### config.mk
export PLATFORM = sky130hd
export DESIGN_NAME = shift_serializer
export DESIGN_NICKNAME = d
export VERILOG_FILES = /design/src/rtl/shift_serializer.sv
export SDC_FILE = /design/constraint.sdc
export NUM_CORES = 1
export LEC_CHECK = 0
export BUFFER_PORTS_ARGS = -buffer_cell sky130_fd_sc_hd__buf_2
export CAP_MARGIN = 20
export CORE_ASPECT_RATIO = 1.2
export CORE_MARGIN = 8
export CORE_UTILIZATION = 45
export CTS_BUF_LIST = sky130_fd_sc_hd__clkbuf_16
export DETAILED_ROUTE_END_ITERATION = 12
export PLACE_DENSITY = 0.75
export SKIP_CTS_REPAIR_TIMING = 1
export SYNTH_ARGS = -nofsm -noshare
export SYNTH_HDL_FRONTEND = slang
export SYNTH_SLANG_ARGS = --single-unit
### constraint.sdc
create_clock -name clk -period 1.4 [get_ports clk]
set_clock_uncertainty 0.15 [all_clocks]
set_input_delay 0.14 -clock clk [delete_from_list [all_inputs] [get_ports clk]]
set_output_delay 0.14 -clock clk [all_outputs]
set_load 0.05 [all_outputs]
### src/rtl/shift_serializer.sv
// shift_serializer: parallel-to-serial shift stage with ready/valid on both sides.
// A WIDTH-bit word is accepted on an upstream handshake and shifted out one bit
// per accepted downstream beat, LSB-first or MSB-first as chosen when the word loads.
// A new word may load on the accepted last beat of the current one, so the serial
// output can run without gaps.
// Optional build macro SHIFT_SER_PARITY_EN appends one even-parity beat per word.
module shift_serializer #(
  parameter int WIDTH = 8,
  parameter int CNT_W = $clog2(WIDTH + 1)
) (
  input  logic             clk,
  input  logic             rst,
  input  logic [WIDTH-1:0] in_data,
  input  logic             in_dir,
  input  logic             in_valid,
  output logic             in_ready,
  output logic             ser_out,
  output logic             ser_valid,
  output logic             ser_last,
  input  logic             ser_ready,
  output logic             busy
);

`ifdef SHIFT_SER_PARITY_EN
  localparam int PAR_W = 1;
`else
  localparam int PAR_W = 0;
`endif

  // Shift register holds the data bits plus, when enabled, the parity bit
  // placed so that it leaves last in either direction.
  localparam int SR_W = WIDTH + PAR_W;
  localparam logic [CNT_W-1:0] TERM = CNT_W'(SR_W - 1);

  typedef enum logic {
    IDLE,
    SHIFT
  } state_t;

  state_t           state;
  logic [SR_W-1:0]  shreg;
  logic [CNT_W-1:0] cnt;
  logic             dir;

  logic [SR_W-1:0]  load_word;
  logic [SR_W-1:0]  shifted;
  logic [CNT_W-1:0] cnt_inc;
  logic             load_bit;
  logic             shift_bit;
  logic             load;
  logic             advance;

  // Frame the incoming word: parity sits beyond the last data bit for the chosen direction.
`ifdef SHIFT_SER_PARITY_EN
  assign load_word = in_dir ? {in_data, ^in_data} : {^in_data, in_data};
`else
  assign load_word = in_data;
`endif

  // Zero-filled shift towards the output end of the register.
  assign shifted   = dir ? {shreg[SR_W-2:0], 1'b0} : {1'b0, shreg[SR_W-1:1]};
  assign load_bit  = in_dir ? load_word[SR_W-1] : load_word[0];
  assign shift_bit = dir ? shifted[SR_W-1] : shifted[0];
  assign cnt_inc   = cnt + CNT_W'(1);

  // Ready when idle, or when the final beat is leaving this very cycle.
  // ser_ready reaches in_ready only through this term.
  assign in_ready = ~rst & ((state == IDLE) | ((state == SHIFT) & ser_last & ser_ready));
  assign load     = in_valid & in_ready;
  assign advance  = (state == SHIFT) & ser_ready;

  // Control FSM with registered serial outputs.
  always_ff @(posedge clk) begin
    if (rst) begin
      state     <= IDLE;
      shreg     <= '0;
      cnt       <= '0;
      dir       <= 1'b0;
      ser_out   <= 1'b0;
      ser_valid <= 1'b0;
      ser_last  <= 1'b0;
      busy      <= 1'b0;
    end else if (load) begin
      // Covers both a load from IDLE and a back-to-back load on the last beat.
      state     <= SHIFT;
      shreg     <= load_word;
      dir       <= in_dir;
      cnt       <= '0;
      ser_out   <= load_bit;
      ser_valid <= 1'b1;
      ser_last  <= 1'b0;
      busy      <= 1'b1;
    end else if (advance) begin
      shreg <= shifted;
      cnt   <= cnt_inc;
      if (ser_last) begin
        state     <= IDLE;
        ser_out   <= 1'b0;
        ser_valid <= 1'b0;
        ser_last  <= 1'b0;
        busy      <= 1'b0;
      end else begin
        ser_out  <= shift_bit;
        ser_last <= (cnt_inc == TERM);
      end
    end
  end

endmodule

==> metrics.md, run 1 <==
| Metric | Value |
|---|---|
| Hold Path Class | in -> reg |
| Die Span Y | 65.1 um |
| Complex-gate fraction of the synthesized area | 26.5% |
| Setup violators final | 0 |
| Later-pin clock latency in the skew report | 240 ps |
| Root Buffer | clkbuf_16 |
| Worst slack, placed | 2.73 ps |
| # diodes | 0 |
| CP arrival | 1110 ps |
| First-pass GRT wire length | 3370 um |
| YS warnings | 0 |
| CP startpoint kind | flip-flop |
| Die Area | 3700 um2 |
| Site row count | 17 |
| PwrDens | 1080 nW/um2 |
| Vias in the first global route | 789 |
| GRT Overall Usage | 11.2% |
| Post-synthesis simple-gate area fraction | 15.9% |
| Post-route design area | 1210 um2 |
| Layout fillers | 159 |
| #FFs+latches synth | 16 |
| Io pins | 18 |
| Layout area overhead | 34.1% |
| Placed Area | 1020 um2 |
| Leakage | 0.000482 uW |
| Final Hold Vio Count | 0 |
| Post-DP HPWL | 1500 um |
| CTS sink count | 16 |
| Cell variety after synth | 34 |
| Final Max Tran Viols | 0 |
| Worst-path cell chain | a21boi_4 > buf_4 > nor2_4 > buf_6 |
| WP data required | 1110 ps |
| Outcome | finished, final reports clean |
| Number of DRC markers in iteration 0 | 22 |
| Critical Path End Type | primary output |
| CTS buffer count | 3 |
| Total gr overflow | 0 |
| Adder-cell share of the synthesized area | 2.77% |
| Drt wl/cell | 14.6 um |
| Share of cells above drive strength 1 | 35.7% |
| WL final | 2120 um |
| Nets | 142 |
| Clock Path Buffers | 2 |
| Mux share of post-synthesis cell area | 7.76% |
| CP Max Fanout | 3 |
| Mapped Area | 903 um2 |
| Clock transition at path regs | 50 ps |
| Die W | 56.9 um |
| Initial Util | 48.3% |
| Core ar. | 1870 um2 |
| CTS H-tree depth | 1 |
| Drt drc | 0 |
| Gpl congestion | 0.798 |
| Tcrit/Tclk final | 99.9% |
| RSZ-0062 raised after global routing | true |
| F_max | 715 MHz |
| Mapped Cells | 95 |
| Via Count | 835 |
| Remaining antenna violation count after routing | 0 |
| VDD IR max | 0.767 mV |
| Slowest-stage cell, CP | dfxtp_4 |
| Slew headroom | 79.8% |
| Buffers on Ports | 17 |
| Largest net degree at the start of global routing | 12 |
| Syn nets | 110 |
| Synth Area in XOR/XNOR | 3.88% |
| Initial antenna violation count | 0 |
| Max_cap viols | 0 |
| CTS tree | yes |
| Main combinational cell family by area after synthesis | compound AO/OA/AOI/OAI gates |
| Sequential share of the synthesized area | 35.5% |
| Pre-Repair DR Iteration Count | 4 |
| Mean number of vias per cell | 5.76 |
| WS Path Type | reg -> out |
| Minimum clock period after layout | 1400 ps |
| Syn_area_per_cell | 9.51 um2 |
| Final worst slack | 1.16 ps |
| Delay of the slowest cell on the worst path | 340 ps |
| Worst slew pin tran | 302 ps |
-- state kept, by name, summed over array words and instances (netlist names) --
signal	cells
shreg	8
cnt	4
dir	1
ser_last	1
ser_out	1
state	1
-- power breakdown --
group	leakage, uW	total [uW]	switching [uW]	internal [uW]
Sequential	0.000133	504	21.6	482
Clock	0.0000385	557	178	379
Combinational	0.000310	252	134	118
Total	0.000482	1310	333	979
-- kinds of logic after synthesis --
kind of cell | Yosys count
fa+ha+maj | 2
simple gates | 27
compound gates | 32
buf+inv | 7
flops | 16
xor+xnor | 4
mux | 7
-- cells in the mapped netlist --
| cell type | number | share of area (%) |
|---|---|---|
| mux2i_1 | 7 | 7.8 |
| nand4b_1 | 1 | 0.97 |
| a2111oi_2 | 1 | 1.7 |
| a21oi_1 | 13 | 7.2 |
| a311oi_1 | 2 | 1.9 |
| buf_6 | 2 | 2.5 |
| ha_1 | 2 | 2.8 |
| clkbuf_1 | 1 | 0.42 |
| o21ai_0 | 2 | 1.1 |
| xor2_1 | 2 | 1.9 |
| nand3b_1 | 1 | 0.83 |
| a311oi_2 | 1 | 1.7 |
| inv_1 | 1 | 0.42 |
| nor2_1 | 7 | 2.9 |
| nor3_1 | 2 | 1.1 |
| buf_4 | 2 | 1.7 |
| xnor2_1 | 2 | 1.9 |
| nand2b_1 | 2 | 1.4 |
| a21o_1 | 1 | 0.83 |
| dfxtp_1 | 16 | 35 |
| or3_1 | 2 | 1.4 |
| nand2_1 | 4 | 1.7 |
| a211oi_1 | 1 | 0.83 |
| a32o_1 | 1 | 1.1 |
| and2_2 | 1 | 0.83 |
| a22o_1 | 6 | 5.8 |
| nand2_4 | 1 | 1.2 |
| a21bo_2 | 1 | 1.1 |
| clkbuf_16 | 1 | 2.8 |
| a2111oi_0 | 1 | 0.97 |
| a21boi_2 | 1 | 1.2 |
| nor2b_1 | 2 | 1.4 |
| a21oi_2 | 1 | 0.97 |
| nand3_1 | 4 | 2.2 |
-- worst paths after layout --
path | start | endpoint | slack [ps] | cells past startpoint
worst max-delay path | state | in_ready | 1 | 4
worst max register to register | state | shreg[6] | 40 | 5
worst min-delay path | in_dir | dir | 40 | 3
worst min register to register | cnt[3] | cnt[3] | 340 | 2
-- worst max-delay path: cells and delay by family, from the launching register on --
| family | cells | cell delay, ps |
|---|---|---|
| and+or+nand+nor | 1 | 80 |
| buffers and inverters | 2 | 310 |
| DFF | 1 | 340 |
| AOI/OAI and AO/OA | 1 | 140 |
-- through the flow --
stage	utilization, %	power, uW	instances	hold slack, ps	setup TNS, ps
6_report	64.7	1310	145	43.7	0
5_1_grt	64.7	1360	145	50.6	-27.9
4_1_cts	59.0	1290	137	-46.1	-125
3_5_place_dp	54.7	731	133	208	0
3_3_place_gp	54.7	725	133	206	0
2_1_floorplan	-	675	95	109	-28.4
-- area by class of cell --
class / count / area [um2] / area share (%)
clock buffer: 3 / 75.1 / 6.20
multi-input combinational: 72 / 548 / 45.2
timing repair buffer: 33 / 226 / 18.7
inverter: 1 / 3.75 / 0.310
sequential: 16 / 330 / 27.3
tap: 19 / 23.8 / 1.96
clock inverter: 1 / 3.75 / 0.310
-- layout by cell type (no fill, tap or decap), types with 2 or more instances in the layout --
cell,count
a2111oi_2,2
a21oi_1,13
a22o_1,6
a311oi_2,2
buf_2,16
buf_4,10
clkbuf_16,3
dfxtp_1,12
dfxtp_2,2
dfxtp_4,2
dlygate4sd3_1,6
ha_1,2
mux2i_1,7
nand2_1,4
nand2b_1,2
nand3_1,4
nor2_1,6
nor2b_1,2
nor3_1,2
o21ai_0,2
or3_1,2
xnor2_1,2
xor2_1,2
-- per-layer routing --
metal	wire length [um]	vias up	global-route usage (%)
met5	0	-	0
met1	890	393	11.8
met3	144	4	4.09
met2	1050	20	18.6
li1	-	418	-
met4	31	0	6.18
No activity file was read; power rests on OpenSTA's default activity.
==> run 2, diff against run 1 <==
Settings changed: CTS_CLUSTER_DIAMETER set to 150, SETUP_SLACK_MARGIN set to 0.02.
==> run 2 against run 1 <==
- first-iteration DRC count decreased by 18%
- final cell count unchanged
- non-clock buffer count unchanged
- count of clock-buffer cells in the layout unchanged
- sequential share of layout area decreased by 0.20 points
- worst hold slack got worse by 4.0 ps
==> metrics.md, run 2 (synthesis gave the netlist of run 1 again) <==
| Metric | Value |
|---|---|
| CP Launch Point | state |
| # diodes | 0 (unchanged) |
| Critical Path End Type | primary output |
| Fin util | 65.2% (+0.47 points) |
| Nets | 142 (unchanged) |
| RSZ-0062 raised after global routing | true |
| Initial Util | 48.3% (unchanged) |
| Placed Area | 1020 um2 (unchanged) |
| Via Count | 806 (-3.5%) |
| Io pins | 18 (unchanged) |
| WL final | 2140 um (+0.80%) |
| Clock transition at path regs | 50 ps (about the same) |
| Die W | 56.9 um (unchanged) |
| CTS buffer count | 3 (unchanged) |
| Layout fillers | 156 (-1.9%) |
| Commonest cells after routing, fill and taps aside | buf_2 (16), a21oi_1 (13), dfxtp_1 (12) |
| Setup violators final | 0 (unchanged) |
| PwrDens | 1080 nW/um2 (-0.72%) |
| Critical Path End | in_ready |
| Pre-Repair DR Iteration Count | 4 (unchanged) |
| CP arrival | 1100 ps (about the same) |
| Number of DRC markers in iteration 0 | 18 (-18%) |
| Gpl congestion | 0.797 (about the same) |
| Finished Layout Cells | 145 (unchanged) |
| CTS sink count | 16 (unchanged) |
| Clock Path Buffers | 2 (unchanged) |
| Worst slack, placed | -14.7 ps (-17.4 ps) |
| Post-DP HPWL | 1500 um (+0.43%) |
| Buffers on Ports | 17 (unchanged) |
| First-pass GRT wire length | 3440 um (+2.3%) |
| Total gr overflow | 0 (unchanged) |
| F_max | 722 MHz (+0.95%) |
| Largest net degree at the start of global routing | 12 (unchanged) |
| Max reg flops | 8 (unchanged) |
| WS Path Type | reg -> out |
| VDD IR max | 0.755 mV (-1.5%) |
| Remaining antenna violation count after routing | 0 (unchanged) |
| Max_cap viols | 0 (unchanged) |
| R2R cell count | 4 (-1) |
| Outcome | finished, final reports clean |
| Site row count | 17 (unchanged) |
| CP startpoint kind | flip-flop |
| R2r startpoint | dir |
| Worst slew pin tran | 323 ps (+20.9 ps) |
| Mean number of vias per cell | 5.56 (-3.5%) |
| Final worst slack | 14.3 ps (+13.2 ps) |
| Drt wl/cell | 14.7 um (+0.80%) |
| Minimum clock period after layout | 1390 ps (-13.2 ps) |
| Placed insts | 133 (unchanged) |
| WP data required | 1110 ps (about the same) |
| CTS H-tree depth | 1 (unchanged) |
| Final Max Tran Viols | 0 (unchanged) |
| Reg2reg end | shreg[2] |
| Layout area overhead | 35.0% |
| GRT Overall Usage | 11.3% (+0.18 points) |
| Largest regs | shreg (8), cnt (4) |
| R2R setup slack | 50 ps (about the same) |
| Later-pin clock latency in the skew report | 240 ps (about the same) |
| Tcrit/Tclk final | 99.0% (-0.94 points) |
| Post-route design area | 1220 um2 (+0.72%) |
| Largest Register | shreg |
| Vias in the first global route | 822 (+4.2%) |
| CTS tree | yes |
| Slew headroom | 78.4% (-1.4 points) |
| Leakage | 0.000484 uW (+0.29%) |
| Most common cell after layout, fill and taps aside | buf_2 |
| CP Max Fanout | 3 (unchanged) |
| Root Buffer | clkbuf_16 |
| Hold Path Class | in -> reg |
| Drt drc | 0 (unchanged) |
| Final Hold Vio Count | 0 (unchanged) |
| Die Span Y | 65.1 um (unchanged) |
| Setup TNS Final | 0 ps (unchanged) |
| Initial antenna violation count | 0 (unchanged) |
| Core ar. | 1870 um2 (unchanged) |
| Share of cells above drive strength 1 | 35.7% (unchanged) |
| Die Area | 3700 um2 (unchanged) |
==> run 2: cell counts in the layout (fill, tap and decap cells not counted) <==
Identical to the previous run, type by type.
==> run 2: area by class of cell <==
cell class	instances	area, um2	share of cell area (%)
Clock buffer	3	75.1	6.15
Clock inverter	1	3.75	0.308
Inverter	1	3.75	0.308
Multi-Input combinational cell	72	549	45.0
Sequential cell	16	330	27.1
Tap cell	19	23.8	1.95
Timing Repair Buffer	33	234	19.2
==> run 2: report_power, final <==
part	internal [uW]	switching, uW	total [uW]
Clock	379	173	552
Combinational	120	137	256
Sequential	482	21.8	504
==> run 2: how the worst min path moves through the flow <==
stage	from	end	slack [ps]	depth (start not counted)
detailed placement	in_data[2]	shreg[2]	210	2
global placement	in_data[2]	shreg[2]	210	2
finish	in_dir	dir	40	3
CTS	in_data[5]	shreg[5]	-40	2
floorplan	in_valid	state	110	2
global route	in_dir	dir	40	3
==> run 2: layer usage <==
layer | wire length (um) | vias to the layer above | track usage (%) | share of wire [%]
met5 | 0 | - | 0 | 0
met4 | 14 | 0 | 5.59 | 0.66
met3 | 146 | 2 | 5.46 | 6.8
met2 | 1020 | 18 | 18.1 | 48
met1 | 956 | 371 | 12.2 | 45
li1 | - | 415 | - | -
==> run 2: critical path, stage by stage, from the launching register on <==
cell and delay, ps:
dfxtp_4 340, a21boi_4 200, buf_6 130, nor2_4 30
buf_6 150
==> run 2: metrics by stage <==
| stage | hold WS (ps) | total power, uW |
|---|---|---|
| floorplan | 109 | 675 |
| global placement | 206 | 725 |
| detailed placement | 208 | 732 |
| CTS | -42.1 | 1290 |
| global route | 43.4 | 1360 |
| finish | 39.7 | 1310 |
==> run 3, diff against run 2 <==
Settings changed: CELL_PAD_IN_SITES_DETAIL_PLACEMENT set to 0, CELL_PAD_IN_SITES_GLOBAL_PLACEMENT set to 2, CORE_UTILIZATION 45 to 29, PLACE_DENSITY 0.75 to 0.78.
==> run 3 against run 2 <==
- the run now ends with setup timing left
- largest power group unchanged
- worst hold slack worse by 25 ps
- critical endpoint unchanged
- sequential share of layout area is 0.69 points lower
- power is 0.49% higher
==> metrics.md, run 3 (synthesis gave the netlist of run 1 again) <==
| Metric | Value |
|---|---|
| WP data required | 1110 ps (about the same) |
| F_max | 691 MHz (-4.3%) |
| Worst slack, placed | -1.31 ps (+13.4 ps) |
| Nets | 144 (+1.4%) |
| GRT Overall Usage | 9.29% (-2.0 points) |
| CTS tree | yes |
| Initial antenna violation count | 0 (unchanged) |
| Total gr overflow | 0 (unchanged) |
| Psw | 335 uW (+0.94%) |
| Root Buffer | clkbuf_16 |
| # diodes | 0 (unchanged) |
| WL final | 2210 um (+3.3%) |
| Share of cells above drive strength 1 | 33.6% (-2.1 points) |
| Die W | 67.0 um (+18%) |
| Combinational share of power | 19.3% (-0.2 points) |
| Initial Util | 29.8% (-18 points) |
| WS Path Type | reg -> out |
| Max reg flops | 8 (unchanged) |
| Post-DP HPWL | 1600 um (+6.4%) |
| Remaining antenna violation count after routing | 0 (unchanged) |
| Core ar. | 3030 um2 (+62%) |
| Layout area overhead | 37.5% |
| Via Count | 825 (+2.4%) |
| Setup violators final | 7 (+7) |
| Hold Path Class | in -> reg |
| First-pass GRT wire length | 3730 um (+8.4%) |
| CTS H-tree depth | 1 (unchanged) |
| Critical Path End Type | primary output |
| CP arrival | 1160 ps (+60 ps) |
| Final Hold Vio Count | 0 (unchanged) |
| CTS buffer count | 3 (unchanged) |
| Sequential Area | 328 um2 (-0.76%) |
| Internal power | 984 uW (+0.34%) |
| Later-pin clock latency in the skew report | 250 ps (about the same) |
| R2R setup slack | -20 ps (-70 ps) |
| Power share of the clock group | 42.3% (+0.2 points) |
| Pre-Repair DR Iteration Count | 4 (unchanged) |
| CTS sink count | 16 (unchanged) |
| Die Span Y | 77.1 um (+19%) |
| Tcrit/Tclk final | 103% (+4.5 points) |
| Switch share | 25.4% (+0.11 points) |
| VDD IR max | 0.414 mV (-45%) |
| Die Area | 5160 um2 (+39%) |
| Io pins | 18 (unchanged) |
| Clock Path Buffers | 2 (unchanged) |
| Sequential share of power | 38.4% (about the same) |
| Site row count | 22 (+5) |
| Number of DRC markers in iteration 0 | 15 (-3) |
| Power Total | 1320 uW (+0.49%) |
| Final Max Tran Viols | 0 (unchanged) |
| Final worst slack | -48.1 ps (-62.4 ps) |
| Clock transition at path regs | 50 ps (about the same) |
| Max_cap viols | 0 (unchanged) |
| Mean number of vias per cell | 5.03 (-9.5%) |
| Drt wl/cell | 13.5 um (-8.6%) |
| Largest regs | shreg (8), cnt (4) |
| Largest Register | shreg |
| Worst slew pin tran | 404 ps (+81.1 ps) |
| Vias in the first global route | 811 (-1.3%) |
| Most common cell after layout, fill and taps aside | buf_2 |
| Commonest cells after routing, fill and taps aside | buf_2 (16), dfxtp_1 (14), a21oi_1 (13) |
| Leakage | 0.000491 uW (+1.6%) |
| Drt drc | 0 (unchanged) |
| Layout fillers | 316 (+100%) |
| Buffers on Ports | 17 (unchanged) |
| Minimum clock period after layout | 1450 ps (+62.4 ps) |
| Largest net degree at the start of global routing | 13 (+1) |
| CP startpoint kind | flip-flop |
| CP Max Fanout | 7 (+4) |
| PwrDens | 1060 nW/um2 (-1.3%) |
| Failing checks | setup timing |
| Multi-input gate area | 542 um2 (-1.4%) |
| RSZ-0062 raised after global routing | true |
| Gpl congestion | 0.738 (-7.4%) |
| Outcome | finished, violations left |
| Slew headroom | 73.0% (-5.4 points) |
run 3: power groups by stage:
stage / sequential [uW] / combinational (uW) / clock [uW]
detailed placement: 516 / 223 / 0
global placement: 515 / 222 / 0
floorplan: 522 / 153 / 0
finish: 506 / 255 / 557
CTS: 507 / 224 / 571
global route: 510 / 280 / 591
run 3: worst paths after layout:
| check | from | end | cells past startpoint |
|---|---|---|---|
| worst max-delay path | state | in_ready | 4 |
| worst min-delay path | in_dir | dir | 3 |
| worst max register to register | state | shreg[5] | 5 |
| worst min register to register | shreg[7] | shreg[7] | 2 |
run 3: stage by stage:
stage | cell area, um2 | utilization [%] | TNS, ps | hold slack (ps) | instances
after floorplan | 922 | - | -28.4 | 109 | 95
after global placement | 1050 | 34.8 | 0 | 206 | 151
after detailed placement | 1050 | 34.8 | -1.31 | 211 | 151
after CTS | 1130 | 37.4 | -187 | -44.9 | 155
after global routing | 1240 | 41.0 | -577 | 48.5 | 164
final | 1240 | 41.0 | -161 | 14.8 | 164
run 3: final cells by class:
| type | instances | share of cell area (%) |
|---|---|---|
| Multi-Input combinational cell | 72 | 43.6 |
| Clock inverter | 1 | 0.302 |
| Inverter | 1 | 0.302 |
| Clock buffer | 3 | 6.04 |
| Tap cell | 36 | 3.63 |
| Timing Repair Buffer | 35 | 19.7 |
| Sequential cell | 16 | 26.4 |
run 3: layer usage:
layer | vias up | track usage [%] | wire [um]
met3 | 6 | 2.18 | 77
met1 | 382 | 10.3 | 961
met5 | - | 0 | 0
met4 | 0 | 7.55 | 87
met2 | 18 | 14.4 | 1080
li1 | 419 | - | -
run 3: critical path, cell delays in order (launching register included):
cell and delay, ps:
dfxtp_4 390, a21boi_4 220, buf_6 130, nor2_4 30, buf_6 140
